`config.mk`:
```
export PLATFORM = sky130hd
export DESIGN_NAME = fetch_stage
export DESIGN_NICKNAME = d
export VERILOG_FILES = /design/src/rtl/fetch_stage_pkg.sv /design/src/rtl/fetch_stage_if_id_reg.sv /design/src/rtl/fetch_stage.sv
export SDC_FILE = /design/constraint.sdc
export NUM_CORES = 1
export LEC_CHECK = 0
export ABC_AREA = 1
export BUFFER_PORTS_ARGS = -buffer_cell sky130_fd_sc_hd__buf_2
export CELL_PAD_IN_SITES_DETAIL_PLACEMENT = 2
export CELL_PAD_IN_SITES_GLOBAL_PLACEMENT = 2
export CORE_MARGIN = 5
export CORE_UTILIZATION = 23
export DETAILED_ROUTE_END_ITERATION = 12
export GPL_TIMING_DRIVEN = 0
export PLACE_DENSITY_LB_ADDON = 0.1
export REMOVE_ABC_BUFFERS = 1
export SETUP_SLACK_MARGIN = 0.3
export SYNTH_ARGS = -nofsm -noshare
export SYNTH_HDL_FRONTEND = slang
export SYNTH_SLANG_ARGS = --single-unit
```
`constraint.sdc`:
```
create_clock -name clk -period 2.5 [get_ports clk]
set_clock_uncertainty 0.15 [all_clocks]
set_input_delay 0.5 -clock clk [delete_from_list [all_inputs] [get_ports clk]]
set_output_delay 0.5 -clock clk [all_outputs]
set_load 0.01 [all_outputs]
```
`src/rtl/fetch_stage_pkg.sv`:
```
// Shared constants for the fetch stage and the ID decode controller:
// reset/vector addresses, PCSource encodings and small PC helpers.
package fetch_stage_pkg;

    localparam logic [31:0] RESET_PC = 32'h8000_0000;
    localparam logic [31:0] IRQ_VEC  = 32'h8000_0004;
    localparam logic [31:0] EXC_VEC  = 32'h8000_0008;
    localparam logic [31:0] NOP      = 32'h0000_0000;

    typedef enum logic [2:0] {
        PCSRC_SEQ = 3'd0,
        PCSRC_J   = 3'd1,
        PCSRC_JR  = 3'd2,
        PCSRC_IRQ = 3'd3,
        PCSRC_EXC = 3'd4
    } pcsrc_e;

    // Sequential successor; wraps modulo 2^32 with no trap.
    function automatic logic [31:0] pc_plus4(input logic [31:0] pc);
        return pc + 32'd4;
    endfunction

    // True for the decode-driven redirects (jump, jr, IRQ, exception).
    // Encodings 5-7 are not redirects and behave as sequential fetch.
    function automatic logic is_redirect_src(input logic [2:0] src);
        return (src >= 3'(PCSRC_J)) && (src <= 3'(PCSRC_EXC));
    endfunction

endpackage

```
`src/rtl/fetch_stage_if_id_reg.sv`:
```
// IF/ID pipeline register. Flush inserts a bubble that carries the
// redirect destination PC, so the bubble already reflects the Kernel
// bit of the new code stream. Hold freezes every field.
module fetch_stage_if_id_reg #(
    parameter logic [31:0] RESET_PC = fetch_stage_pkg::RESET_PC
) (
    input  logic        clk,
    input  logic        i_rst_n,
    input  logic        i_hold,
    input  logic        i_flush,
    input  logic [31:0] i_flush_pc,
    input  logic [31:0] i_instr,
    input  logic [31:0] i_pc,
    output logic [31:0] o_instr,
    output logic [31:0] o_pc,
    output logic [31:0] o_pc4,
    output logic        o_valid
);
    import fetch_stage_pkg::*;

    logic [31:0] r_instr;
    logic [31:0] r_pc;
    logic [31:0] r_pc4;
    logic        r_valid;

    // Flush beats hold beats load; the caller never asserts hold during a branch.
    always_ff @(posedge clk) begin
        if (!i_rst_n) begin
            r_instr <= NOP;
            r_pc    <= RESET_PC;
            r_pc4   <= pc_plus4(RESET_PC);
            r_valid <= 1'b0;
        end else if (i_flush) begin
            r_instr <= NOP;
            r_pc    <= i_flush_pc;
            r_pc4   <= pc_plus4(i_flush_pc);
            r_valid <= 1'b0;
        end else if (!i_hold) begin
            r_instr <= i_instr;
            r_pc    <= i_pc;
            r_pc4   <= pc_plus4(i_pc);
            r_valid <= 1'b1;
        end
    end

    assign o_instr = r_instr;
    assign o_pc    = r_pc;
    assign o_pc4   = r_pc4;
    assign o_valid = r_valid;

endmodule

```
`src/rtl/fetch_stage.sv`:
```
// Instruction-fetch stage: PC register, next-PC selection and the IF/ID
// register. A taken EX branch overrides everything (the ID instruction is
// wrong-path); a stall suppresses decode redirects until decode re-evaluates.
module fetch_stage #(
    parameter logic [31:0] RESET_PC = fetch_stage_pkg::RESET_PC,
    parameter logic [31:0] IRQ_VEC  = fetch_stage_pkg::IRQ_VEC,
    parameter logic [31:0] EXC_VEC  = fetch_stage_pkg::EXC_VEC
) (
    input  logic        clk,
    input  logic        reset,
    input  logic        Stall,
    input  logic        BranchTaken,
    input  logic [31:0] BranchTarget,
    input  logic [2:0]  PCSource,
    input  logic [31:0] JumpTarget,
    input  logic [31:0] JrTarget,
    input  logic [31:0] Instruction,
    output logic [31:0] PC,
    output logic [31:0] IF_ID_Instruction,
    output logic [31:0] IF_ID_PC,
    output logic [31:0] IF_ID_PC4,
    output logic        IF_ID_Valid,
    output logic        Kernel,
    output logic        FlushIDEX
);
    import fetch_stage_pkg::*;

    logic [31:0] r_pc;
    logic [31:0] w_pc_next;
    logic [31:0] w_pc_seq;
    logic        w_src_redirect;
    logic        w_flush;
    logic        w_hold;

    assign w_pc_seq       = pc_plus4(r_pc);
    assign w_src_redirect = is_redirect_src(PCSource) && !Stall;
    assign w_flush        = BranchTaken || w_src_redirect;
    assign w_hold         = Stall && !BranchTaken;

    // Next-PC priority: branch, stall hold, vectors, jumps, sequential.
    always_comb begin
        w_pc_next = w_pc_seq;
        if (BranchTaken) begin
            w_pc_next = BranchTarget;
        end else if (Stall) begin
            w_pc_next = r_pc;
        end else begin
            case (PCSource)
                PCSRC_IRQ: w_pc_next = IRQ_VEC;
                PCSRC_EXC: w_pc_next = EXC_VEC;
                PCSRC_J:   w_pc_next = JumpTarget;
                PCSRC_JR:  w_pc_next = JrTarget;
                default:   w_pc_next = w_pc_seq;
            endcase
        end
    end

    // PC register; reset drops any redirect that was in flight.
    always_ff @(posedge clk) begin
        if (!reset) begin
            r_pc <= RESET_PC;
        end else begin
            r_pc <= w_pc_next;
        end
    end

    fetch_stage_if_id_reg #(
        .RESET_PC (RESET_PC)
    ) u_if_id (
        .clk        (clk),
        .i_rst_n    (reset),
        .i_hold     (w_hold),
        .i_flush    (w_flush),
        .i_flush_pc (w_pc_next),
        .i_instr    (Instruction),
        .i_pc       (r_pc),
        .o_instr    (IF_ID_Instruction),
        .o_pc       (IF_ID_PC),
        .o_pc4      (IF_ID_PC4),
        .o_valid    (IF_ID_Valid)
    );

    assign PC        = r_pc;
    assign Kernel    = IF_ID_PC[31];
    assign FlushIDEX = BranchTaken;

endmodule
```
# Word level (Yosys, flattened, before mapping)
# Cells that the tools add are included.
# W data, S select, Z words.
[word_totals]
register_bits = 129
inputBits = 135
out_inout_bits = 131
word_cells = 29
[classes]
add_sub_neg = 2
order_cmp = 2
n_eq_ne = 5
muxes = 7
n_bitwise = 1
n_reduce_logical = 7
[ops]
columns = ["op", "n"]
rows = [
  ["$mux W32", 6],
  ["$pmux W32 S4", 1],
  ["$add A32 B3 Y32 const B", 2],
  ["$eq A3 B2 Y1 const B", 2],
  ["$eq A3 B1 Y1 const B", 1],
  ["$eq A3 B3 Y1 const B", 1],
  ["$ge A3 B1 Y1 const B", 1],
  ["$le A3 B3 Y1 const B", 1],
  ["$logic_and A1 B1 Y1", 3],
  ["$logic_not A1 Y1", 2],
  ["$ne A2 B2 Y1 const B", 1],
  ["$reduce_or A2 Y1", 1],
  ["$logic_or A1 B1 Y1", 1],
  ["$not A1 Y1", 1],
]

# Depth between registers and ports, before layout
# Gate-level depths: netlist (run 1).
[depth]
ltp_word = 6
mapped_depth = 21
ltp_nobuf = 20

# By module
# From an unflattened synthesis (run 1), not the netlist that was laid out.
[unflattened]
cells_unflattened = 1323
area_unflattened_um2 = 8071.5
[by_module_without_submodules]
columns = ["mod", "n_inst", "cells_each", "area_per_inst_um2", "seq_area_each_um2"]
rows = [
  ["fetch_stage_if_id_reg", 1, 758, 4951.0, 1901.8],
  ["fetch_stage", 1, 565, 3120.5, 640.6],
]

# Worst setup path after synthesis (run 1)
# OpenSTA, ideal clock, no wires.
[synth_timing]
path_type = "in2reg"
start = "in PCSource[0]"
end = "reg u_if_id.r_pc4[24] (netlist: u_if_id.o_pc4[24])"
setup_ns = 0.117
t_arrival_ns = 2.432
required_time_ns = 2.233
slack_ns = -0.200
path_stages = 19
path_buffers = 2
path_cell_list = "buf_4 o21ai_1 nand2_2 buf_6 a21oi_1 nand2_1 nand2_1 nand2_1 inv_1 ha_1 nand2_1 nor2_4 nand2_4 nor2_8 nand2_2 nor2_2 nand2_1 o211ai_2 nand2_1"
[synth_between]
elab_chain_cells = 6
word_cells_on_any_way = 15
classes_between = "add/sub: 1; order compare: 2; eq/ne: 5; mux: 4; reduce/logical: 3"
[synth_lines]
columns = ["item", "line_no", "source"]
rows = [
  ["start, declared", "fetch_stage.sv:14", "input logic [2:0] PCSource,"],
  ["$eq A3 B2 Y1 (tied with other cells)", "fetch_stage.sv:48", "case (PCSource)"],
  ["$pmux W32 S4 *", "fetch_stage.sv:48", ""],
  ["$mux W32 *", "fetch_stage.sv:45", "end else if (Stall) begin"],
  ["$mux W32 *", "fetch_stage.sv:43", "if (BranchTaken) begin"],
  ["named net u_if_id.i_flush_pc[2]", "fetch_stage_if_id_reg.sv:11", "input logic [31:0] i_flush_pc,"],
  ["$add A32 B3 Y32 *", "fetch_stage_pkg.sv:20", "return pc + 32'd4;"],
  ["$mux W32 *", "fetch_stage_if_id_reg.sv:33", "end else if (i_flush) begin"],
  ["end signal, assigned", "fetch_stage_if_id_reg.sv:31", "r_pc4 <= pc_plus4(RESET_PC);"],
  ["end signal, assigned", "fetch_stage_if_id_reg.sv:36", "r_pc4 <= pc_plus4(i_flush_pc);"],
  ["end signal, assigned", "fetch_stage_if_id_reg.sv:41", "r_pc4 <= pc_plus4(i_pc);"],
  ["end, declared", "fetch_stage_if_id_reg.sv:23", "logic [31:0] r_pc4;"],
]
# Mark *: on every way through the listed nets, which the timed path passes. The rest lies on a longest branch.
# A chain may end at the register's enable or synchronous reset.

# Worst setup path in the final report (run 1)
[layout_timing]
start = "reg r_pc[2] (netlist: PC[2])"
end = "reg u_if_id.r_pc4[24] (netlist: u_if_id.o_pc4[24])"
[layout_between]
elab_chain_cells = 6
word_cells_on_any_way = 7
classes_between = "add/sub: 2; mux: 5"
[layout_lines]
columns = ["item", "line_no", "source"]
rows = [
  ["start, declared", "fetch_stage.sv:28", "logic [31:0] r_pc;"],
  ["start signal, assigned", "fetch_stage.sv:63", "r_pc <= w_pc_next;"],
  ["$add A32 B3 Y32", "fetch_stage_pkg.sv:20", ""],
  ["$pmux W32 S4", "fetch_stage.sv:48", ""],
  ["$mux W32", "fetch_stage.sv:45", ""],
  ["$mux W32", "fetch_stage.sv:43", ""],
  ["$add A32 B3 Y32", "fetch_stage_pkg.sv:20", ""],
  ["$mux W32 *", "fetch_stage_if_id_reg.sv:33", ""],
]
# Mark *: on every way between the ends. The rest lies on a longest branch, timed or not. The select of a mux whose other input is x is not followed.

==> results of run 1 <==
[synthesized netlist by cell type (9+ instances only)]
cell type,count,area (sq um)
nand2_1,349,1310
dfxtp_1,127,2540
a21oi_1,117,586
nor2_1,117,439
nand3_1,96,480
inv_1,91,342
o21ai_0,80,400
clkbuf_1,34,128
o22ai_1,23,144
nor2_2,18,113
buf_2,14,70.1
nand2_2,12,75.1
nor2_4,11,124
nand4_1,10,62.6
nand3_2,9,90.1
o21bai_1,9,67.6
[final cells by class]
type                       count  area, sq um
clock buffer                  18          429
sequential                   127         2620
fill                        4089        21400
timing repair buffer         356         2270
antenna                        1         2.50
multi-input combinational    929         5490
inverter                     100          440
clock inverter                14          179
tap                          448          561
[flip-flops by register name (all words and copies together), names as in the netlist]
signal,count
u_if_id.o_valid,1
PC,32
u_if_id.o_instr,32
u_if_id.o_pc4,30
u_if_id.o_pc,32
[per-layer routing]
metal	vias to the layer above	routed length, microns
met3	40	1830
li1	4664	-
met2	214	22200
met1	4832	19700
met5	-	13
met4	2	783
[worst min path at each step]
stage | to | cells past startpoint
after floorplan | u_if_id.o_pc4[10] | 2
after global placement | u_if_id.o_pc4[7] | 2
after CTS | u_if_id.o_instr[13] | 3
after detailed placement | u_if_id.o_pc4[23] | 2
final | u_if_id.o_instr[2] | 3
after global routing | u_if_id.o_instr[0] | 3
[worst max-delay path, stage by stage, from the launching register on]
cell	delay, ns
dfxtp_4	0.38
ha_4	0.19
nand3_4	0.13
nor2_4	0.06
buf_4	0.14
nand2_2	0.08
nand3_4	0.10
a21oi_4	0.20
nand2_2	0.09
nor2_4	0.15
nand2_4	0.09
nor2_8	0.17
nand2_4	0.08
nor2_4	0.18
nand2_2	0.09
o211ai_2	0.14
nand2_1	0.07
[per-stage QoR]
step | hold slack [ns] | setup slack (ns) | utilization [%] | instance area [sq um]
floorplan | 0.326 | -2.56 | - | 7400
global placement | 0.286 | -8.24 | 27.8 | 9290
detailed placement | 0.291 | -2.52 | 28.1 | 9380
CTS | 0.136 | -0.144 | 33.7 | 11200
global route | 0.137 | -0.291 | 35.9 | 12000
finish | 0.150 | -0.138 | 35.9 | 12000
[timing repair]
item	4_1_cts	5_1_grt
pin swaps	49	50
cloned	7	1
gates resized for setup	196	139
setup endpoints to repair	127	53
setup buffers	56	30
[where the power goes]
group | internal [mW] | switching [mW] | leakage, nW
combinational | 0.689 | 1.12 | 4.03
sequential | 2.18 | 0.154 | 1.06
clock | 1.59 | 1.15 | 0.294
total | 4.46 | 2.43 | 5.38
[cell families (layout without fill, tap and decap cells)]
| group | after synthesis | count (layout) | share of synthesized area (%) |
|---|---|---|---|
| compound gates | 278 | 278 | 20.8 |
| xor+xnor | 4 | 4 | 0.453 |
| fa+ha+maj | 2 | 2 | 0.324 |
| buf+inv | 163 | 488 | 9.04 |
| flops | 127 | 127 | 32.9 |
| other cells | 0 | 1 | 0 |
| simple gates | 639 | 645 | 36.5 |
==> key figures, run 1 <==
Outcome
  • Outcome: finished with violations
  • Violated checks: setup timing

Worst setup path
  • Crit path launch: PC[2]
  • R2R Path Start: PC[2]
  • R2R Setup Slk: -0.14 ns
  • CP max FO: 5
  • Crit path kind: flip-flop to flip-flop
  • CP Launch Type: flip-flop
  • Crit path arrival time: 2.81 ns
  • CP endpoint kind: flip-flop
  • Critical R2R Capture: u_if_id.o_pc4[24]
  • CP Capture Point: u_if_id.o_pc4[24]
  • R2R cell count: 16
  • CP required: 2.67 ns

Clocking
  • Reg clk slew, reported paths: 0.07 ns
  • Clock sink count: 127
  • Inserted Clock Buffers: 17
  • Root buf cell: clkbuf_16
  • H-Tree Depth: 4
  • TritonCTS clock tree: done
  • CTS Buffer Depth: 2
  • Hold buffers post-CTS: 0
  • Worst-Skew Late Latency: 0.44 ns

GRT
  • M2 GR Usage: ~40%
  • Initial antenna violation count: 2
  • Routing usage on met3: around 4.6%
  • Met1 Use GR: 28.2%
  • Number of global-route vias before repair: 10.7k
  • GRT Max-Usage Layer: met2
  • Global Route Usage Sum: 22.6%
  • First-pass GRT wire length: 65800 microns
  • Grt total ovfl: 0
  • Largest net degree at the start of global routing: 67

Layout
  • Fin cells: 1993
  • Commonest non-fill, non-tap cell in the layout: nand2_1
  • Most frequent cells in the layout: nand2_1, buf_2, a21oi_1, dfxtp_1, inv_1
  • Area growth syn-to-layout: 55.2%
  • Layout cells sized above 1: a little over two fifths
  • Final #Nets: 1668

Floorplan
  • Starting Density: a little under a quarter
  • I/O pin count: around 270
  • Die footprint: 37400 sq um
  • Die height: 193 microns
  • Row count: 67
  • Die width: around 190 microns
  • Core box area: 33400 sq um

STA
  • Actual slew at the worst max-slew pin: 0.681 ns
  • Setup TNS: -1.32 ns
  • Fmax: 379 MHz
  • Post-layout min period: 2.64 ns
  • Final setup margin: -0.138 ns
  • Setup-failing EPs final: 18
  • Final Hold Vio Count: 0
  • RSZ-0062 raised after global routing: true
  • Max Slew Vio Count: 0
  • Crit share post-route: 106%
  • Max-slew headroom: 54.6%

Synthesis
  • Sequential area share after synthesis: 32.9%
  • Post-Synthesis Cells: 1213
  • Post-synth EDFFs: 0
  • FFs w/ async S/R, synth: 0%
  • Top_reg_cell synth: dfxtp_1
  • Flops & latches, synth: 127
  • Library cells used by synthesis: 47
  • Mapped Avg Cell Area: 6.37 sq um
  • Mapped Area: roughly 7700 sq um
  • Ys Warns: 0

Routing
  • Remaining DRCs: 0
  • DRT iter0 DRCs: around 300
  • Vias: 9752
  • DR pass1 iterations: 4
  • Routed vias/inst: 4.89
  • DR WL/cell: 22.3 microns
  • Routed WL: 44500 microns
  • Antenna Violating Nets Remaining: 0

Pwr
  • Pwr Total: 6.89 mW
  • Maximum VDD drop: 0.406 mV
  • Pwr Density: 575 nW/um^2
  • Lkg Pwr: 5.38 nW

Min path
  • Hold WC Path Type: primary input to flip-flop
  • Hold Crit Start: Instruction[2]

Placement
  • Dpl hpwl: 28400 microns
  • GPL Wtd Cong: 0.773
  • PortBufs: between 200 and 300
  • Placed Cells: 1866

Job
  • Max Cap Viol: 0
No activity file was read; power rests on OpenSTA's default activity.
==> run 2, diff against run 1 <==
ABC_AREA = 0   (was 1)
CORE_UTILIZATION = 25   (was 23)
==> key figures, run 2 <==
Synthesis
  • Post-synth EDFFs: 0 (unchanged)
  • Flops & latches, synth: 127 (unchanged)
  • Top_reg_cell synth: dfxtp_1 (unchanged)
  • FFs w/ async S/R, synth: 0% (unchanged)
  • Area contributors post-synth: dfxtp_1, nand2_1, a21oi_1 (unchanged)
  • Most common cell in the synthesized netlist: nand2_1 (unchanged)
  • Library cells used by synthesis: 84 (was 47)
  • List of most frequent post-synthesis cells: nand2_1, dfxtp_1, nor2_1 (was nand2_1, dfxtp_1, a21oi_1, nor2_1, nand3_1)
  • Mapped Area: 7520 sq um (was 7720 sq um)
  • Ys Warns: 0 (unchanged)
  • Sequential area share after synthesis: 33.8% (was 32.9%)
  • Share of the synthesized area in the top cell type: 33.8% (was 32.9%)
  • Post-Synthesis Cells: 985 (was 1213)
  • Synth area leader: dfxtp_1 (unchanged)
  • Mapped Avg Cell Area: 7.63 sq um (was 6.37 sq um)

Clocking
  • Root buf cell: clkbuf_16 (unchanged)
  • CTS Buffer Depth: 2 (unchanged)
  • TritonCTS clock tree: done (unchanged)
  • Inserted Clock Buffers: 17 (unchanged)
  • Clock sink count: 127 (unchanged)
  • Reg clk slew, reported paths: 0.07 ns (about the same)
  • Hold buffers post-CTS: 0 (unchanged)
  • H-Tree Depth: 4 (unchanged)
  • Worst-Skew Late Latency: 0.45 ns (was 0.44 ns)

Worst setup path
  • CP Launch Type: flip-flop (unchanged)
  • Crit path kind: flip-flop to flip-flop (unchanged)
  • CP endpoint kind: flip-flop (unchanged)
  • R2R cell count: 11 (was 16)
  • Crit path arrival time: 3.39 ns (was 2.81 ns)
  • CP required: 2.69 ns (was 2.67 ns)
  • CP max FO: 8 (was 5)

STA
  • Setup-failing EPs final: 37 (was 18)
  • Post-layout min period: 3.20 ns (was 2.64 ns)
  • Fmax: 313 MHz (was 379 MHz)
  • Actual slew at the worst max-slew pin: 0.903 ns (was 0.681 ns)
  • Final Hold Vio Count: 0 (unchanged)
  • Final setup margin: -0.699 ns (was -0.138 ns)
  • RSZ-0062 raised after global routing: true (unchanged)
  • Max Slew Vio Count: 0 (unchanged)
  • Max-slew headroom: 39.3% (was 54.6%)
  • Crit share post-route: 128% (was 106%)

Layout
  • Layout cells sized above 1: 49.2% (was 42.3%)
  • Area growth syn-to-layout: 67.9% (was 55.2%)
  • Fin cells: 1778 (was 1993)
  • Commonest non-fill, non-tap cell in the layout: buf_2 (was nand2_1)
  • Most frequent cells in the layout: buf_2, nand2_1, buf_4, dfxtp_1, nor2_1 (was nand2_1, buf_2, a21oi_1, dfxtp_1, inv_1)
  • Final #Nets: 1509 (was 1668)

Placement
  • Placed Cells: 1559 (was 1866)
  • Dpl hpwl: 26300 microns (was 28400 microns)
  • GPL Wtd Cong: 0.761 (was 0.773)
  • PortBufs: 265 (unchanged)

Floorplan
  • Row count: 63 (was 67)
  • Die width: 183 microns (was 193 microns)
  • Starting Density: 25.4% (was 23.2%)
  • Core box area: 29600 sq um (was 33400 sq um)
  • Die height: 183 microns (was 193 microns)
  • I/O pin count: 266 (unchanged)
  • Die footprint: 33600 sq um (was 37400 sq um)

Outcome
  • Outcome: finished with violations (unchanged)
  • Violated checks: setup timing (unchanged)

Min path
  • Hold WC Path Type: primary input to flip-flop (unchanged)
  • Hold depth: 3 (unchanged)

Routing
  • Routed vias/inst: 5.45 (was 4.89)
  • DR pass1 iterations: 5 (was 4)
  • Antenna Violating Nets Remaining: 0 (unchanged)
  • Routed WL: 46800 microns (was 44500 microns)
  • Vias: 9688 (was 9752)
  • Remaining DRCs: 0 (unchanged)
  • DRT iter0 DRCs: 628 (was 299)
  • DR WL/cell: 26.3 microns (was 22.3 microns)

Pwr
  • Maximum VDD drop: 0.466 mV (was 0.406 mV)
  • Pwr Total: 7.02 mW (was 6.89 mW)
  • Pwr Density: 556 nW/um^2 (was 575 nW/um^2)
  • Lkg Pwr: 5.33 nW (was 5.38 nW)

GRT
  • Grt total ovfl: 0 (unchanged)
  • Global Route Usage Sum: 24.8% (was 22.6%)
  • Largest net degree at the start of global routing: 63 (was 67)
  • Initial antenna violation count: 3 (was 2)
  • Number of global-route vias before repair: 10.0k (was 10.7k)
  • First-pass GRT wire length: 64000 microns (was 65800 microns)

Job
  • Max Cap Viol: 0 (unchanged)
[run 2: changes by cell type after synthesis, moves of 18 or more]
cell and delta:
inv_1 -76, a21oi_1 -45, o21ai_0 -40, xnor2_1 +21
nor2_2 -18, clkbuf_1 +21, a311oi_1 +24, nor2_1 -32
nor3_1 +18, nand3_1 -70, nand2_1 -187
[run 2: power breakdown]
group	internal, mW	switching (mW)
logic	0.885	1.14
clock network	1.43	1.22
registers	2.19	0.157
[run 2: worst paths after layout]
kind / end / slack [ns] / startpoint
max: u_if_id.o_pc4[20] / -0.70 / PC[6]
min: u_if_id.o_instr[17] / 0.15 / Instruction[17]
max reg2reg: u_if_id.o_pc4[20] / -0.70 / PC[6]
min reg2reg: u_if_id.o_instr[6] / 0.30 / u_if_id.o_instr[6]
[run 2: what timing repair did]
item                                    CTS  global route
gates cloned                              8             1
resized for setup                       209           115
endpoints found under the setup margin  127           100
buffers inserted                        119            56
pin swaps                                64            64
[run 2: critical path: stages (launching register included)]
cell	delay (ns)
dfxtp_4	0.37
nand4_4	0.18
or4_4	0.65
buf_6	0.16
buf_6	0.11
a21oi_4	0.14
o221a_4	0.24
and3_4	0.20
and2_4	0.22
nand2_2	0.11
o31a_1	0.32
a221oi_2	0.23
[run 2: through the flow]
| step | hold slack [ns] | util, % | TNS, ns | setup slack, ns | instance area [sq um] |
|---|---|---|---|---|---|
| 3_5_place_dp | 0.296 | 31.1 | -196.01 | -2.75 | 9220 |
| 3_3_place_gp | 0.284 | 30.1 | -700.95 | -7.95 | 8920 |
| 4_1_cts | 0.138 | 39.3 | -11.45 | -0.624 | 11600 |
| 2_1_floorplan | 0.317 | - | -205.94 | -2.42 | 7110 |
| 6_report | 0.146 | 42.6 | -15.09 | -0.699 | 12600 |
| 5_1_grt | 0.135 | 42.6 | -19.08 | -0.789 | 12600 |
[run 2: routing by layer]
| metal | wire [microns] | global-route usage, % | vias to the layer above |
|---|---|---|---|
| li1 | - | - | 4404 |
| met1 | 20000 | 31.9 | 4897 |
| met2 | 23800 | 42.8 | 319 |
| met3 | 1990 | 3.78 | 68 |
| met4 | 1110 | 7.69 | 0 |
| met5 | 0 | 0 | - |
[run 2: area by class of cell]
class,count,area [sq um]
fillers,3388,17000
multi-input cells,757,5650
repair buffers,452,3230
flip-flops and latches,127,2600
well taps,390,488
clock buffers,18,439
clock inverters,14,144
inverters,16,67.6
repair inverters,1,7.51
diodes,3,7.51
[run 2: logic make-up (layout without fill, tap and decap cells)]
logic type	count (synthesis)	after routing	share of synthesized area [%]
DFF	127	127	33.8
adders and majority gates	2	2	0.333
other	0	3	0
xor gates and xnor gates	36	36	4.19
muxes	4	4	0.532
buffers and inverters	109	501	6.31
AOI/OAI and AO/OA	287	290	27.0
and+or+nand+nor	420	425	27.8
==> run 3, diff against run 2 <==
BUFFER_PORTS_ARGS = unset   (was -buffer_cell sky130_fd_sc_hd__buf_2)
CORE_MARGIN = 3   (was 5)
CORE_UTILIZATION = 33   (was 25)
DONT_BUFFER_PORTS = 1   (was unset)
SYNTH_HIERARCHICAL = 1   (was unset)
==> key figures, run 3 <==
Layout
  • Commonest non-fill, non-tap cell in the layout: dfxtp_1 (was buf_2)
  • Most frequent cells in the layout: dfxtp_1, nand2_1, nor2_1, mux2i_1, buf_4 (was buf_2, nand2_1, buf_4, dfxtp_1, nor2_1)
  • Final #Nets: 1170 (was 1509)
  • Fillers: 2441 (was 3388)
  • Layout cells sized above 1: 34.1% (was 49.2%)
  • Area growth syn-to-layout: 38.0% (was 67.9%)
  • Layout Utilization: 47.2% (was 42.6%)

GRT
  • Global Route Usage Sum: 27.6% (was 24.8%)
  • Number of global-route vias before repair: 8841 (was 10.0k)
  • First-pass GRT wire length: 55400 microns (was 64000 microns)
  • Grt total ovfl: 0 (unchanged)
  • Largest net degree at the start of global routing: 89 (was 63)
  • Initial antenna violation count: 1 (was 3)

Synthesis
  • Synth area leader: dfxtp_1 (unchanged)
  • Most common cell in the synthesized netlist: dfxtp_1 (was nand2_1)
  • List of most frequent post-synthesis cells: dfxtp_1, nand2_1, nor2_1 (was nand2_1, dfxtp_1, nor2_1)
  • Top_reg_cell synth: dfxtp_1 (unchanged)
  • Sequential area share after synthesis: 32.2% (was 33.8%)
  • Library cells used by synthesis: 83 (was 84)
  • FFs w/ async S/R, synth: 0% (unchanged)
  • Flops & latches, synth: 127 (unchanged)
  • Share of the synthesized area in the top cell type: 32.2% (was 33.8%)
  • Post-Synthesis Cells: 964 (was 985)
  • Area contributors post-synth: dfxtp_1, mux2i_1, nand2_1 (was dfxtp_1, nand2_1, a21oi_1)
  • Ys Warns: 6 (was 0)
  • Mapped Avg Cell Area: 8.18 sq um (was 7.63 sq um)
  • Mapped Area: 7890 sq um (was 7520 sq um)
  • Post-synth EDFFs: 0 (unchanged)

Outcome
  • Violated checks: setup timing (unchanged)
  • Outcome: finished with violations (unchanged)

Routing
  • DR WL/cell: 30.4 microns (was 26.3 microns)
  • Antenna Violating Nets Remaining: 0 (unchanged)
  • DRT iter0 DRCs: 621 (was 628)
  • Routed WL: 41300 microns (was 46800 microns)
  • Vias: 8635 (was 9688)
  • Remaining DRCs: 0 (unchanged)
  • Routed vias/inst: 6.35 (was 5.45)
  • DR pass1 iterations: 5 (unchanged)

Worst setup path
  • Worst path max stage delay: 0.46 ns (was 0.65 ns)
  • R2R Setup Slk: -1.08 ns (was -0.70 ns)
  • CP Buf/Inv Count: 5 (was 2)
  • CP max FO: 8 (unchanged)
  • CP required: 2.70 ns (was 2.69 ns)
  • Cell family with the largest share of critical-path delay: compound AO/OA/AOI/OAI gates (was simple AND/OR/NAND/NOR gates)
  • CP Launch Type: flip-flop (unchanged)
  • R2R cell count: 15 (was 11)
  • R2R Path Start: PC[2] (was PC[6])
  • CP endpoint kind: flip-flop (unchanged)
  • Critical R2R Capture: u_if_id/o_pc4[28] (was u_if_id.o_pc4[20])
  • Crit path kind: flip-flop to flip-flop (unchanged)
  • Crit-path cells: ha_4 -> nand4_4 -> buf_6 -> buf_6 -> nor4_4 -> xnor2_1 -> o211ai_1 -> buf_4 -> buf_6 -> nand3_4 -> a222oi_1 -> nand4_1 -> buf_6 -> o31a_1 -> o31ai_1 (was nand4_4 -> or4_4 -> buf_6 -> buf_6 -> a21oi_4 -> o221a_4 -> and3_4 -> and2_4 -> nand2_2 -> o31a_1 -> a221oi_2)
  • Crit path arrival time: 3.78 ns (was 3.39 ns)
  • Most used cell along the critical path: buf_6 (unchanged)
  • Slowest CP cell: dfxtp_4 (was or4_4)

Clocking
  • Reg clk slew, reported paths: 0.07 ns (about the same)
  • Root buf cell: clkbuf_16 (unchanged)
  • H-Tree Depth: 4 (unchanged)
  • Worst-Skew Late Latency: 0.44 ns (was 0.45 ns)
  • Inserted Clock Buffers: 17 (unchanged)
  • Clock sink count: 127 (unchanged)
  • CTS Buffer Depth: 2 (unchanged)
  • TritonCTS clock tree: done (unchanged)

Min path
  • Hold Crit Start: reset (was Instruction[17])
  • Hold EP: PC[31] (was u_if_id.o_instr[17])
  • Hold WC Path Type: primary input to flip-flop (unchanged)
  • Hold depth: 1 (was 3)

Floorplan
  • Die width: 161 microns (was 183 microns)
  • Row count: 55 (was 63)
  • Core box area: 23100 sq um (was 29600 sq um)
  • Starting Density: 34.2% (was 25.4%)
  • Die height: 161 microns (was 183 microns)
  • I/O pin count: 266 (unchanged)
  • Die footprint: 25800 sq um (was 33600 sq um)

STA
  • Crit share post-route: 143% (was 128%)
  • Max Slew Vio Count: 0 (unchanged)
  • Actual slew at the worst max-slew pin: 0.710 ns (was 0.903 ns)
  • Setup TNS: -22.82 ns (was -15.09 ns)
  • Setup-failing EPs final: 37 (unchanged)
  • Fmax: 280 MHz (was 313 MHz)
  • Max-slew headroom: 52.2% (was 39.3%)
  • RSZ-0062 raised after global routing: true (unchanged)
  • Final setup margin: -1.08 ns (was -0.699 ns)
  • Final Hold Vio Count: 0 (unchanged)
  • Post-layout min period: 3.58 ns (was 3.20 ns)

Pwr
  • Sw Share: 34.3% (was 35.8%)
  • Flop pwr share: 38.7% (was 33.4%)
  • P_int: 4.19 mW (was 4.51 mW)
  • Clock power share: 40.5% (was 37.7%)
  • P_sw: 2.18 mW (was 2.52 mW)
  • Pwr Density: 586 nW/um^2 (was 556 nW/um^2)
  • Comb pwr share: 20.8% (was 28.8%)
  • Lkg Pwr: 4.22 nW (was 5.33 nW)
  • Maximum VDD drop: 0.411 mV (was 0.466 mV)

Placement
  • GPL Wtd Cong: 0.827 (was 0.761)
  • PortBufs: 0 (was 265)
  • Dpl hpwl: 23200 microns (was 26300 microns)

Job
  • Max Cap Viol: 0 (unchanged)
-- run 3: changes by cell type after synthesis, sizes merged, moves of 14 or more --
cell    change
a21oi      -42
a221oi     -14
a311oi     -23
and2       +15
clkbuf     -16
mux2i      +67
nand2      -56
nand3      +34
nand3b     +17
nor3       -14
o211a      +18
-- run 3: through the flow --
| stage | setup slack [ns] | hold WS (ns) | cells | cell area, sq um | total power [mW] |
|---|---|---|---|---|---|
| 2_1_floorplan | -4.11 | 0.324 | 889 | 7530 | 3.04 |
| 4_1_cts | -0.770 | 0.000961 | 1315 | 10000 | 6.16 |
| 6_report | -1.08 | 0.00445 | 1360 | 10900 | 6.37 |
| 3_5_place_dp | -2.90 | 0.367 | 1210 | 8130 | 3.37 |
| 5_1_grt | -1.14 | -0.00629 | 1360 | 10900 | 6.60 |
| 3_3_place_gp | -7.48 | 0.345 | 1202 | 7930 | 3.31 |
-- run 3: area by class of cell --
| cell class | count | area [sq um] | area share (%) |
|---|---|---|---|
| clock buffers | 18 | 439 | 4.03 |
| repair buffers | 123 | 1210 | 11.2 |
| well taps | 313 | 392 | 3.60 |
| inverters | 11 | 47.5 | 0.437 |
| flip-flops and latches | 127 | 2630 | 24.2 |
| clock inverters | 14 | 149 | 1.37 |
| multi-input cells | 753 | 6010 | 55.2 |
| diodes | 1 | 2.50 | 0.0230 |
-- run 3: cell families (layout without fill, tap and decap cells) --
family	count (synthesis)	in the layout	share of synthesized area, %
and+or+nand+nor	409	410	28.1
AOI/OAI and AO/OA	246	247	22.5
other	0	1	0
buffers and inverters	86	166	4.97
muxes	80	80	10.3
xor gates and xnor gates	14	14	1.56
adders and majority gates	2	2	0.317
DFF	127	127	32.2
-- run 3: power by group through the flow --
stage               clock network (mW)  logic (mW)  registers (mW)
floorplan                            0       0.627            2.41
global placement                     0       0.812            2.50
detailed placement                   0       0.863            2.50
CTS                               2.59        1.11            2.45
global route                      2.71        1.41            2.49
finish                            2.58        1.33            2.47
-- run 3: worst max path at each step --
| stage | start | endpoint | slack, ns | cells past startpoint |
|---|---|---|---|---|
| floorplan | BranchTaken | u_if_id/o_pc4[27] | -4.11 | 6 |
| CTS | PC[2] | u_if_id/o_pc4[31] | -0.77 | 11 |
| finish | PC[2] | u_if_id/o_pc4[28] | -1.08 | 15 |
| global placement | BranchTaken | u_if_id/o_pc4[27] | -7.48 | 6 |
| detailed placement | PCSource[0] | u_if_id/o_pc4[31] | -2.90 | 9 |
| global route | PC[2] | u_if_id/o_pc4[28] | -1.14 | 15 |
-- run 3: repair_timing --
| action | 4_1_cts | 5_1_grt |
|---|---|---|
| gates resized for setup | 218 | 114 |
| pin swaps | 69 | 63 |
| hold buffers | 0 | 0 |
| gates cloned | 2 | 0 |
| setup endpoints to repair | 123 | 63 |
| setup buffers | 71 | 44 |
-- run 3: routing by layer --
layer	vias up	GRT usage, %	part of all wire [%]
met2	382	47.4	50
met3	110	8.41	7.5
met5	-	0	0
li1	3740	-	-
met4	0	9.27	3.8
met1	4403	32.9	39
